`src/rtl/m81_scan_ctrl_pkg.sv`:
```
// Shared definitions for the m81 scan controller.
// Contents: channel count and select width, settle-count range and counter
// width, controller state encoding, and a helper that sizes the settle reload
// value to the counter width.
package m81_scan_ctrl_pkg;

  localparam int NUM_CH     = 8;
  localparam int SEL_W      = 3;
  localparam int SETTLE_MAX = 15;
  localparam int CNT_W      = 4;

  typedef enum logic [1:0] {
    ST_IDLE    = 2'd0,
    ST_SETTLE  = 2'd1,
    ST_CAPTURE = 2'd2,
    ST_DONE    = 2'd3
  } state_t;

  // Settle reload value at counter width. Values above SETTLE_MAX do not fit
  // and are not legal.
  function automatic logic [CNT_W-1:0] settle_load(input int settle);
    return CNT_W'(settle);
  endfunction

endpackage

```
`src/rtl/m81_scan_ctrl_if.sv`:
```
// Signal bundle between a host, the m81 multiplexer and the scan controller.
//   start, en_mask : host -> controller   (scan request, channel enables)
//   mux_out        : m81  -> controller   (selected data input)
//   S0, S1, S2     : controller -> m81    (select, S0 = LSB)
//   sample         : controller -> host   (captured channel values)
//   busy, done     : controller -> host   (scan in progress, completion pulse)
// Modport master: host/mux side. Modport slave: controller side.
interface m81_scan_ctrl_if;
  import m81_scan_ctrl_pkg::*;

  logic              start;
  logic [NUM_CH-1:0] en_mask;
  logic              mux_out;
  logic              S0;
  logic              S1;
  logic              S2;
  logic [NUM_CH-1:0] sample;
  logic              busy;
  logic              done;

  modport master (
    output start, en_mask, mux_out,
    input  S0, S1, S2, sample, busy, done
  );

  modport slave (
    input  start, en_mask, mux_out,
    output S0, S1, S2, sample, busy, done
  );

endinterface

```
`src/rtl/m81_scan_ctrl_next_ch.sv`:
```
// m81_next_ch: next-enabled-channel search.
// Ports:
//   mask : channel enables
//   cur  : current channel index
//   incl : 1 = cur itself is a candidate (first-channel search from 0),
//          0 = only channels strictly above cur are candidates
//   nxt  : lowest enabled candidate channel (0 when none)
//   none : no enabled candidate channel remains
module m81_next_ch
  import m81_scan_ctrl_pkg::*;
(
  input  logic [NUM_CH-1:0] mask,
  input  logic [SEL_W-1:0]  cur,
  input  logic              incl,
  output logic [SEL_W-1:0]  nxt,
  output logic              none
);

  // Scanning downward lets the lowest qualifying channel win.
  always_comb begin
    nxt  = '0;
    none = 1'b1;
    for (int i = NUM_CH - 1; i >= 0; i--) begin
      if (mask[i] && ((i > int'(cur)) || (incl && (i == int'(cur))))) begin
        nxt  = SEL_W'(i);
        none = 1'b0;
      end
    end
  end

endmodule

```
`src/rtl/m81_scan_ctrl.sv`:
```
// m81_scan_ctrl: steps an 8:1 multiplexer (m81) through the enabled channels
// in ascending order and captures each selected value into sample.
// Parameter:
//   SETTLE : idle cycles between a select change and its capture (0..15)
// Ports:
//   clk, rst : clock, synchronous active-high reset
//   bus      : slave side of m81_scan_ctrl_if (start/en_mask/mux_out in;
//              S0..S2/sample/busy/done out, all registered)
//
// state      | meaning
// -----------+--------------------------------------------------------------
// ST_IDLE    | waiting for start; select and sample hold
// ST_SETTLE  | select driven, counting down settle cycles
// ST_CAPTURE | mux_out captured into sample[select] on this edge
// ST_DONE    | done pulse, busy low; back to ST_IDLE next edge
module m81_scan_ctrl
  import m81_scan_ctrl_pkg::*;
#(
  parameter int SETTLE = 1
)(
  input logic            clk,
  input logic            rst,
  m81_scan_ctrl_if.slave bus
);

  localparam logic [CNT_W-1:0] SETTLE_CNT = settle_load(SETTLE);
  // With no settle time the capture edge follows the select edge directly,
  // so ST_SETTLE is bypassed. Otherwise ST_SETTLE lasts SETTLE cycles and
  // ST_CAPTURE one more, giving SETTLE+1 cycles per channel.
  localparam state_t AFTER_SEL = (SETTLE == 0) ? ST_CAPTURE : ST_SETTLE;

  state_t            state;
  logic [CNT_W-1:0]  cnt;
  logic [NUM_CH-1:0] mask_q;
  logic [SEL_W-1:0]  sel_q;
  logic [NUM_CH-1:0] sample_q;
  logic              busy_q;
  logic              done_q;

  logic [NUM_CH-1:0] srch_mask;
  logic [SEL_W-1:0]  srch_cur;
  logic              srch_incl;
  logic [SEL_W-1:0]  nxt_ch;
  logic              none_left;

  // In IDLE the search looks at the live enables from channel 0 upward;
  // during a scan it looks above the current channel in the latched mask.
  assign srch_mask = (state == ST_IDLE) ? bus.en_mask : mask_q;
  assign srch_cur  = (state == ST_IDLE) ? '0 : sel_q;
  assign srch_incl = (state == ST_IDLE);

  m81_next_ch u_next_ch (
    .mask (srch_mask),
    .cur  (srch_cur),
    .incl (srch_incl),
    .nxt  (nxt_ch),
    .none (none_left)
  );

  always_ff @(posedge clk) begin
    if (rst) begin
      state    <= ST_IDLE;
      cnt      <= '0;
      mask_q   <= '0;
      sel_q    <= '0;
      sample_q <= '0;
      busy_q   <= 1'b0;
      done_q   <= 1'b0;
    end else begin
      done_q <= 1'b0;
      case (state)
        ST_IDLE: begin
          if (bus.start) begin
            mask_q   <= bus.en_mask;
            sample_q <= '0;
            if (none_left) begin
              state  <= ST_DONE;
              busy_q <= 1'b0;
              done_q <= 1'b1;
            end else begin
              sel_q  <= nxt_ch;
              cnt    <= SETTLE_CNT;
              busy_q <= 1'b1;
              state  <= AFTER_SEL;
            end
          end
        end
        ST_SETTLE: begin
          cnt <= cnt - CNT_W'(1);
          if (cnt == CNT_W'(1)) begin
            state <= ST_CAPTURE;
          end
        end
        ST_CAPTURE: begin
          sample_q[sel_q] <= bus.mux_out;
          if (none_left) begin
            state  <= ST_DONE;
            busy_q <= 1'b0;
            done_q <= 1'b1;
          end else begin
            sel_q <= nxt_ch;
            cnt   <= SETTLE_CNT;
            state <= AFTER_SEL;
          end
        end
        ST_DONE: begin
          state <= ST_IDLE;
        end
        default: begin
          state <= ST_IDLE;
        end
      endcase
    end
  end

  assign bus.S0     = sel_q[0];
  assign bus.S1     = sel_q[1];
  assign bus.S2     = sel_q[2];
  assign bus.sample = sample_q;
  assign bus.busy   = busy_q;
  assign bus.done   = done_q;

endmodule

```
`src/flat_wrapper.sv`:
```
// flat-port wrapper written by rule: the top's interface ports become plain ports
module m81_scan_ctrl_flat import m81_scan_ctrl_pkg::*;
#(
  parameter int SETTLE = 1
)
  (clk, rst, bus_start, bus_en_mask, bus_mux_out, bus_S0, bus_S1, bus_S2, bus_sample, bus_busy, bus_done);
  m81_scan_ctrl_if bus_i ();
  input logic clk;
  input logic rst;
  input wire logic [$bits(bus_i.start)-1:0] bus_start;
  input wire logic [$bits(bus_i.en_mask)-1:0] bus_en_mask;
  input wire logic [$bits(bus_i.mux_out)-1:0] bus_mux_out;
  output wire logic [$bits(bus_i.S0)-1:0] bus_S0;
  output wire logic [$bits(bus_i.S1)-1:0] bus_S1;
  output wire logic [$bits(bus_i.S2)-1:0] bus_S2;
  output wire logic [$bits(bus_i.sample)-1:0] bus_sample;
  output wire logic [$bits(bus_i.busy)-1:0] bus_busy;
  output wire logic [$bits(bus_i.done)-1:0] bus_done;
  assign bus_i.start = bus_start;
  assign bus_i.en_mask = bus_en_mask;
  assign bus_i.mux_out = bus_mux_out;
  assign bus_S0 = bus_i.S0;
  assign bus_S1 = bus_i.S1;
  assign bus_S2 = bus_i.S2;
  assign bus_sample = bus_i.sample;
  assign bus_busy = bus_i.busy;
  assign bus_done = bus_i.done;
  m81_scan_ctrl #(.SETTLE(SETTLE)) u_core (.clk(clk), .rst(rst), .bus(bus_i));
endmodule
```
`config.mk`:
```
export PLATFORM = sky130hd
export DESIGN_NAME = m81_scan_ctrl_flat
export DESIGN_NICKNAME = d
export VERILOG_FILES = /design/src/rtl/m81_scan_ctrl_pkg.sv /design/src/rtl/m81_scan_ctrl_if.sv /design/src/rtl/m81_scan_ctrl_next_ch.sv /design/src/rtl/m81_scan_ctrl.sv /design/src/flat_wrapper.sv
export SDC_FILE = /design/constraint.sdc
export NUM_CORES = 1
export LEC_CHECK = 0
export BUFFER_PORTS_ARGS = -buffer_cell sky130_fd_sc_hd__buf_4
export CORE_MARGIN = 2
export CORE_UTILIZATION = 35
export CTS_CLUSTER_DIAMETER = 120
export DETAILED_ROUTE_END_ITERATION = 12
export PLACE_DENSITY = 0.54
export SETUP_SLACK_MARGIN = 0.02
export SLEW_MARGIN = 20
export SYNTH_ARGS = -nofsm -noshare
export SYNTH_HDL_FRONTEND = slang
export SYNTH_SLANG_ARGS = --single-unit
```
`constraint.sdc`:
```
create_clock -name clk -period 2.5 [get_ports clk]
set_input_delay 0.125 -clock clk [delete_from_list [all_inputs] [get_ports clk]]
set_output_delay 0.125 -clock clk [all_outputs]
set_load 0.02 [all_outputs]
```
After elaboration in Yosys (flattened, before gate mapping)
Index checks and enable logic that the tools add are counted.
{"block": "word_totals", "ff_bits": 27, "inputBits": 12, "output_inout_bits": 13, "wordCells": 104}
{"block": "op_classes", "add_sub_neg": 1, "order_cmp": 9, "n_eq_ne": 14, "n_mux": 40, "reduce_logical": 33}
{"cell": "$mux 3", "n": 11}
{"cell": "$logic_and 1x1->1", "n": 17}
{"cell": "$mux 8", "n": 2}
{"cell": "$pmux 8 s2", "n": 1}
{"cell": "$mux 1", "n": 14}
{"cell": "$eq 3x3->1 const A", "n": 4}
{"cell": "$gt 3x3->1 const A", "n": 4}
{"cell": "$pmux 4 s3", "n": 1}
{"cell": "$bwmux 8", "n": 1}
{"cell": "$mux 4", "n": 2}
{"cell": "$pmux 2 s4", "n": 1}
{"cell": "$reduce_and 2->1", "n": 4}
{"cell": "$logic_or 1x1->1", "n": 7}
{"cell": "$eq 2x3->1 const A", "n": 2}
{"cell": "$gt 2x3->1 const A", "n": 2}
{"cell": "$mux 2", "n": 3}
{"cell": "$pmux 3 s2", "n": 1}
{"cell": "$eq 2x2->1 const B", "n": 2}
{"cell": "$eq 4x1->1 const B", "n": 1}
{"cell": "$lt 3x4->1 const B", "n": 1}
{"cell": "$ne 2x1->1 const B", "n": 2}
{"cell": "$pmux 1 s2", "n": 2}
{"cell": "$sub 4x1->4 const B", "n": 1}
{"cell": "$demux 1 s3", "n": 1}
{"cell": "10 further kinds", "n": 10}

Logic depth before layout (Yosys ltp)
Gate-level depths: netlist of run 1.
{"block": "depth", "ltp_word": 17, "mapped_depth": 6, "mapped_depth_nobuf": 5}

Modules after synthesis
Synthesis of run 1 repeated with hierarchy kept, for this count alone.
{"block": "hier_totals", "hier_cells": 203, "hier_area_um2": 1624.1}
{"module": "m81_scan_ctrl", "n_inst": 1, "cells_each": 154, "area_per_inst_um2": 1338.8, "seq_area_each_um2": 540.5}
{"module": "m81_next_ch", "n_inst": 1, "cells_each": 49, "area_per_inst_um2": 285.3, "seq_area_each_um2": 0.0}

Worst setup path before layout of run 1
Ideal clock, no wire load.
{"block": "synth_path", "path_kind": "reg2reg", "start": "register u_core.sel_q[0]", "end": "register u_core.cnt[0]", "setup_time_ns": 0.120, "arrival_time_ns": 1.625, "required_time_ns": 2.380, "path_slack_ns": 0.755, "path_stages_with_launch": 7, "n_path_buf": 1, "period_less_slack_ns": 1.745, "cell_sequence": "dfxtp_1 buf_2 o21ai_0 a211oi_1 o211a_1 a21oi_2 o31a_1"}
{"block": "synth_via", "elab_chain_cells": 16, "elab_cells_between_ends": 50, "cone_classes": "order compare: 7; eq/ne: 7; mux: 12; reduce/logical: 24"}
{"item": "start: declaration", "line": "m81_scan_ctrl.sv:35", "text": "logic [SEL_W-1:0] sel_q;"}
{"item": "start signal: assignment", "line": "m81_scan_ctrl.sv:81", "text": "sel_q <= nxt_ch;"}
{"item": "start signal: assignment", "line": "m81_scan_ctrl.sv:101", "text": "sel_q <= nxt_ch;"}
{"item": "$mux 3 *", "line": "m81_scan_ctrl.sv:49", "text": "assign srch_cur = (state == ST_IDLE) ? '0 : sel_q;"}
{"item": "parallel branches: the longest is 11 deep, another holds $gt 3x3->1"}
{"item": "$mux 1 *", "line": "m81_scan_ctrl_next_ch.sv:24", "text": "if (mask[i] && ((i > int'(cur)) || (incl && (i == int'(cur))))) begin"}
{"item": "$mux 4 *"}
{"item": "$mux 4"}
{"item": "$pmux 4 s3 *"}
{"item": "end signal: assignment", "line": "m81_scan_ctrl.sv:89", "text": "cnt <= cnt - CNT_W'(1);"}
{"item": "end: declaration", "line": "m81_scan_ctrl.sv:33", "text": "logic [CNT_W-1:0] cnt;"}
Every way passes the cells marked *. The select of a mux whose other input is x is not followed.
A chain may end at the register's enable or synchronous reset.

Final worst setup path of run 1
{"block": "layout_path", "start": "register u_core.sel_q[2]", "end": "register u_core.cnt[0]"}
The elaborated chain is that of the path after synthesis.

==> results of run 1 <==
[report_power, final]
| group | internal, mW | switching, mW | total [mW] |
|---|---|---|---|
| clock | 0.214 | 0.134 | 0.348 |
| sequential | 0.438 | 0.0351 | 0.473 |
| combinational | 0.0867 | 0.123 | 0.209 |
| total | 0.739 | 0.292 | 1.03 |
[worst paths after layout]
check	slack, ps	cells after the start	to
setup / recovery	520	5	u_core.cnt[0]
hold / removal	120	3	u_core.mask_q[6]
setup reg to reg	520	5	u_core.cnt[0]
hold reg to reg	460	2	u_core.mask_q[3]
[area by class of cell]
cell class	count	area, µm²	share of cell area (%)
clock buffer	3	41.3	2.55
clock inverter	1	30.0	1.85
inverter	3	11.3	0.695
multi-input combinational	130	777	48.0
sequential	26	520	32.1
tap	48	60.1	3.71
timing repair buffer	24	180	11.1
[synth_stat cells, drive strengths merged, types with 4 or more instances]
library cell,n
clkbuf,7
buf,5
dfxtp,26
nand2,25
nor2b,4
nor3,4
nand2b,4
nor2,12
nor3b,4
a21oi,22
nand3,12
[cells in the final DEF (no fill, tap or decap), types with 2 or more instances in the layout]
cell and instances:
a31o_2 2, a21oi_1 20, nand4_1 3, buf_4 24, o2bb2ai_1 2, clkbuf_8 3
a31oi_1 2, a211oi_1 2, and2_1 3, nand3_1 12, nor3_1 4, nor2b_1 4
a221oi_1 2, o311ai_0 3, nor2_1 12, nand2b_1 4, ha_1 2, dfxtp_1 26
nand2_1 25, nor3b_1 4, o32ai_1 2, inv_1 3
[metrics by stage]
step / setup slack (ps) / instance area [µm²] / cells / util (%) / power [mW]
after detailed placement: 529 / 1550 / 231 / 41.4 / 0.690
after CTS: 520 / 1620 / 235 / 43.3 / 1.04
final: 516 / 1620 / 235 / 43.3 / 1.03
after global placement: 608 / 1550 / 231 / 41.4 / 0.686
after global routing: 351 / 1620 / 235 / 43.3 / 1.09
after floorplan: 755 / 1390 / 171 / - / 0.638
[flip-flops by register name, indices dropped and copies added (netlist names)]
name               flops
u_core.bus.sample      8
u_core.mask_q          7
u_core.cnt             4
u_core.sel_q           3
u_core.state           2
u_core.bus.busy        1
u_core.bus.done        1
[cell families (layout without fill, tap and decap cells)]
family                     Yosys count  count (layout)  share of synthesized area, %
xor gates and xnor gates             2               2                          1.26
DFF                                 26              26                          37.5
AOI/OAI and AO/OA                   47              47                          23.8
buffers and inverters               15              31                          6.58
adders and majority gates            2               2                          1.80
muxes                                1               1                         0.811
and+or+nand+nor                     78              78                          28.3
[layer usage]
layer  up-vias  track usage [%]
li1        645                -
met1       597             22.0
met2        36             28.4
met3         2             2.70
met4         0             3.83
met5         -                0
[worst max-delay path: cells and delay by family (launching register included)]
kind           cells  cell delay [ps]
AO/OA/AOI/OAI      5             1220
flip-flops         1              650
==> impl_metrics.yaml, run 1 <==
run_status:
  status: "finished clean"
synth:
  synthArstFlopShare_pct: 0
  synth_top_area_cell: "dfxtp_1"
  synth-seq-cells: 26
  synth_ff_type: "dfxtp_1"
  synth_cell_types: 47
  synth_area_leaders: "dfxtp_1, a21oi_1, nand2_1"
  syn_avg_cell_area_um2: 8.12
  synth_edf_count: 0
  netlist_area_um2: 1390
  yosysSeqAreaShare_pct: 37.5
  synth_fp_nets: 185
  ys_warn_count: 0
  syn_inst: 171
  synth_top_area_share_pct: 37.5
hold_path:
  min_from: "bus_en_mask[6]"
  min_path_type: "in2reg"
power_and_ir_drop:
  p_per_area_nw_per_um2: 636
  irDropWorstVdd_v: 0.000248
  power.leakage_nw: 0.592
floorplanning:
  fp.dieArea_um2: 4490
  fp.dieH_um: 67.0
  start_util_pct: 37.1
  pin_count: 25
  die_w_um: 67.0
  fp-row-count: 22
  coreArea_um2: 3740
final_layout:
  n_antenna_cell: 0
  syn2layout_area_growth_pct: 16.7
  fill_cells: 410
  final_layout_size_suffix_gt1_share_pct: 19.8
  fin_nets: 202
sta:
  finalHoldViolCount: 0
  slew_headroom_pct: 65.7
  holdWs_ps: 115
  setup_viol: 0
  skew_ps: 7.23
  max_freq_mhz: 504
  tightest_slew_ps: 514
  tns_ps: 0
  fin_crit_sh_pct: 79.4
  slew_viol_final: 0
  rsz0062_at_grt: "false"
  fin_crit_ps: 1980
routing:
  route.detailed.drc: 0
  vias: 1280
  routed.top_layer: "met4"
  dr.pass1.iters: 4
  routed_wl_um: 3360
  wl_met1_um: 1600
  dr_wl_met3_um: 194
  drt-wirelength-per-cell_um: 14.3
  ant_nets: 0
  route.met2.wl_um: 1550
  via_per_inst: 5.45
  dr.first_iter.drc_count: 95
cts:
  cts.htree.levels: 1
  clkSinkCount: 26
  hold_buffers: 0
  cts_tree: "done"
  numCtsBuffers: 3
  clk_pin_slew_worst_paths_ps: 100
  post_cts_buffers: 0
  cts_resized: 0
  ctsRootBufferMaster: "clkbuf_8"
  cts_buffer_depth: 2
  clock_latency_ps: 270
critical_path:
  worstPathRequired_ps: 2670
  crit_chain: "o21ai_0, a211oi_1, o211a_1, a21oi_2, o31a_1"
  cp_slowest_cell: "dfxtp_1"
  cp-startpoint: "u_core.sel_q[2]"
  cp-end-kind: "register"
  path_class: "reg2reg"
  cpPeakStageDelay_ps: 650
  worst-path-max-fanout: 16
  setup.worst_path.start_class: "register"
  worst_ep_arrival_time_ps: 2150
  reg2reg_from: "u_core.sel_q[2]"
run:
  cap_viol_max_count: 0
global_routing:
  grt_pass1_wl_um: 5740
  grt_pass1_vias: 1266
  antenna_found_initial: 0
  groute.usage.overall_pct: 16.7
  grt_max_degree: 29
  grt_overflow: 0
placed_design:
  port_buffers: 24
  place_hpwl_um: 2460
  place.gp.congestion: 0.857
(Power assumes the default switching activity.)
==> run 2: changes to the inputs <==
==> constraint.sdc (replaced) <==
create_clock -name clk -period 1.9 [get_ports clk]
set_input_delay 0.095 -clock clk [delete_from_list [all_inputs] [get_ports clk]]
set_output_delay 0.095 -clock clk [all_outputs]
set_load 0.02 [all_outputs]
==> impl_metrics.yaml, run 2 (same netlist as run 1, synthesis figures left out) <==
routing:
  routed_wl_um: 3330
  drt-wirelength-per-cell_um: 13.7
  via_per_inst: 5.34
  ant_nets: 0
  route.detailed.drc: 0
  vias: 1298
  dr.first_iter.drc_count: 93
  dr.pass1.iters: 4
cts:
  clock_latency_ps: 270
  post_cts_buffers: 0
  cts_buffer_depth: 2
  clkSinkCount: 26
  clk_pin_slew_worst_paths_ps: 90
  numCtsBuffers: 3
  hold_buffers: 0
  cts.htree.levels: 1
  ctsRootBufferMaster: "clkbuf_8"
  cts_tree: "done"
floorplanning:
  fp.dieH_um: 67.0
  die_w_um: 67.0
  start_util_pct: 37.1
  fp.dieArea_um2: 4490
  coreArea_um2: 3740
  pin_count: 25
  fp-row-count: 22
sta:
  tns_ps: 0
  tightest_slew_ps: 381
  fin_crit_ps: 1780
  setup_ws_ps: 120
  skew_ps: 4.59
  slew_viol_final: 0
  max_freq_mhz: 562
  finalHoldViolCount: 0
  rsz0062_at_grt: "false"
  fin_crit_sh_pct: 93.7
  setup_viol: 0
  slew_headroom_pct: 74.2
power_and_ir_drop:
  p_sw_share_pct: 30.0
  p_per_area_nw_per_um2: 770
  seqPwrFrac_pct: 47.5
  finalPower_mw: 1.28
  switching_power_mw: 0.386
  pwr-share-comb_pct: 24.5
  power.leakage_nw: 0.627
  irDropWorstVdd_v: 0.000468
  internal_power_mw: 0.899
  clkPwrFrac_pct: 28.0
placed_design:
  port_buffers: 24
  dp_slack_ps: 106
  dp.cells: 239
  place.gp.congestion: 0.910
  place_hpwl_um: 2510
final_layout:
  final_common_cell: "buf_4"
  largest_reg_flops: 8
  final_util_pct: 44.6
  syn2layout_area_growth_pct: 20.1
  fin_nets: 210
  fin_cells: 243
  final_layout_size_suffix_gt1_share_pct: 24.6
  mostFrequentLayoutCells: "buf_4, nand2_1, dfxtp_1"
  n_antenna_cell: 0
hold_path:
  min_path_type: "in2reg"
critical_path:
  worst_ep_arrival_time_ps: 1950
  worstPathRequired_ps: 2070
  setup.worst_path.start_class: "register"
  worst-path-max-fanout: 7
  cp-end-kind: "register"
  r2r_slack_ps: 120
  path_class: "reg2reg"
global_routing:
  grt_pass1_vias: 1231
  antenna_found_initial: 0
  grt_pass1_wl_um: 5610
  grt_max_degree: 29
  grt_overflow: 0
  groute.usage.overall_pct: 16.6
run:
  cap_viol_max_count: 0
run_status:
  status: "finished clean"
run 2: cell count changes in the layout (fill, tap and decap cells not counted), sizes merged:
cell    before  now
buf         24   32
bufinv       1    0
clkbuf       3    4
run 2: worst paths after layout:
check / from / to / cells after the start
worst min register to register: u_core.mask_q[3] / u_core.mask_q[3] / 2
worst max-delay path: u_core.state[1] / u_core.cnt[0] / 5
worst max register to register: u_core.state[1] / u_core.cnt[0] / 5
worst min-delay path: bus_en_mask[7] / u_core.mask_q[7] / 3
run 2: area by class of cell:
type / count / area [µm²]
Multi-Input combinational cell: 130 / 777
Tap cell: 48 / 60.1
Sequential cell: 26 / 524
Fill cell: 406 / 2080
Inverter: 3 / 11.3
Timing Repair Buffer: 32 / 240
Clock buffer: 4 / 55.1
run 2: per-stage QoR:
stage | hold WS [ps] | area (µm²)
after CTS | 74.7 | 1660
after floorplan | 231 | 1390
after global routing | 72.2 | 1670
final | 81.0 | 1670
after detailed placement | 369 | 1610
after global placement | 359 | 1610
run 2: layer usage:
| metal | GRT usage (%) | routed length [µm] | up-vias |
|---|---|---|---|
| met5 | 0 | 0 | - |
| met4 | 4.59 | 40 | 0 |
| met3 | 3.55 | 154 | 4 |
| met2 | 29.0 | 1540 | 32 |
| met1 | 20.3 | 1600 | 598 |
| li1 | - | - | 664 |
run 2: worst max-delay path, stage by stage (launching register included):
cell and delay (ps):
dfxtp_1 310, or2_1 310, or4_4 460, a21oi_4 180, a21oi_2 120, o31a_1 290
run 2: power by group through the flow:
stage	Combinational, mW	Clock, mW	Sequential [mW]
finish	0.315	0.360	0.610
global route	0.349	0.400	0.616
CTS	0.313	0.375	0.608
detailed placement	0.311	0	0.621
global placement	0.307	0	0.621
floorplan	0.223	0	0.617
run 2: timing repair:
item,in CTS,in global routing
gates resized for setup,0,3
hold endpoints to repair,0,0
setup endpoints to repair,0,6
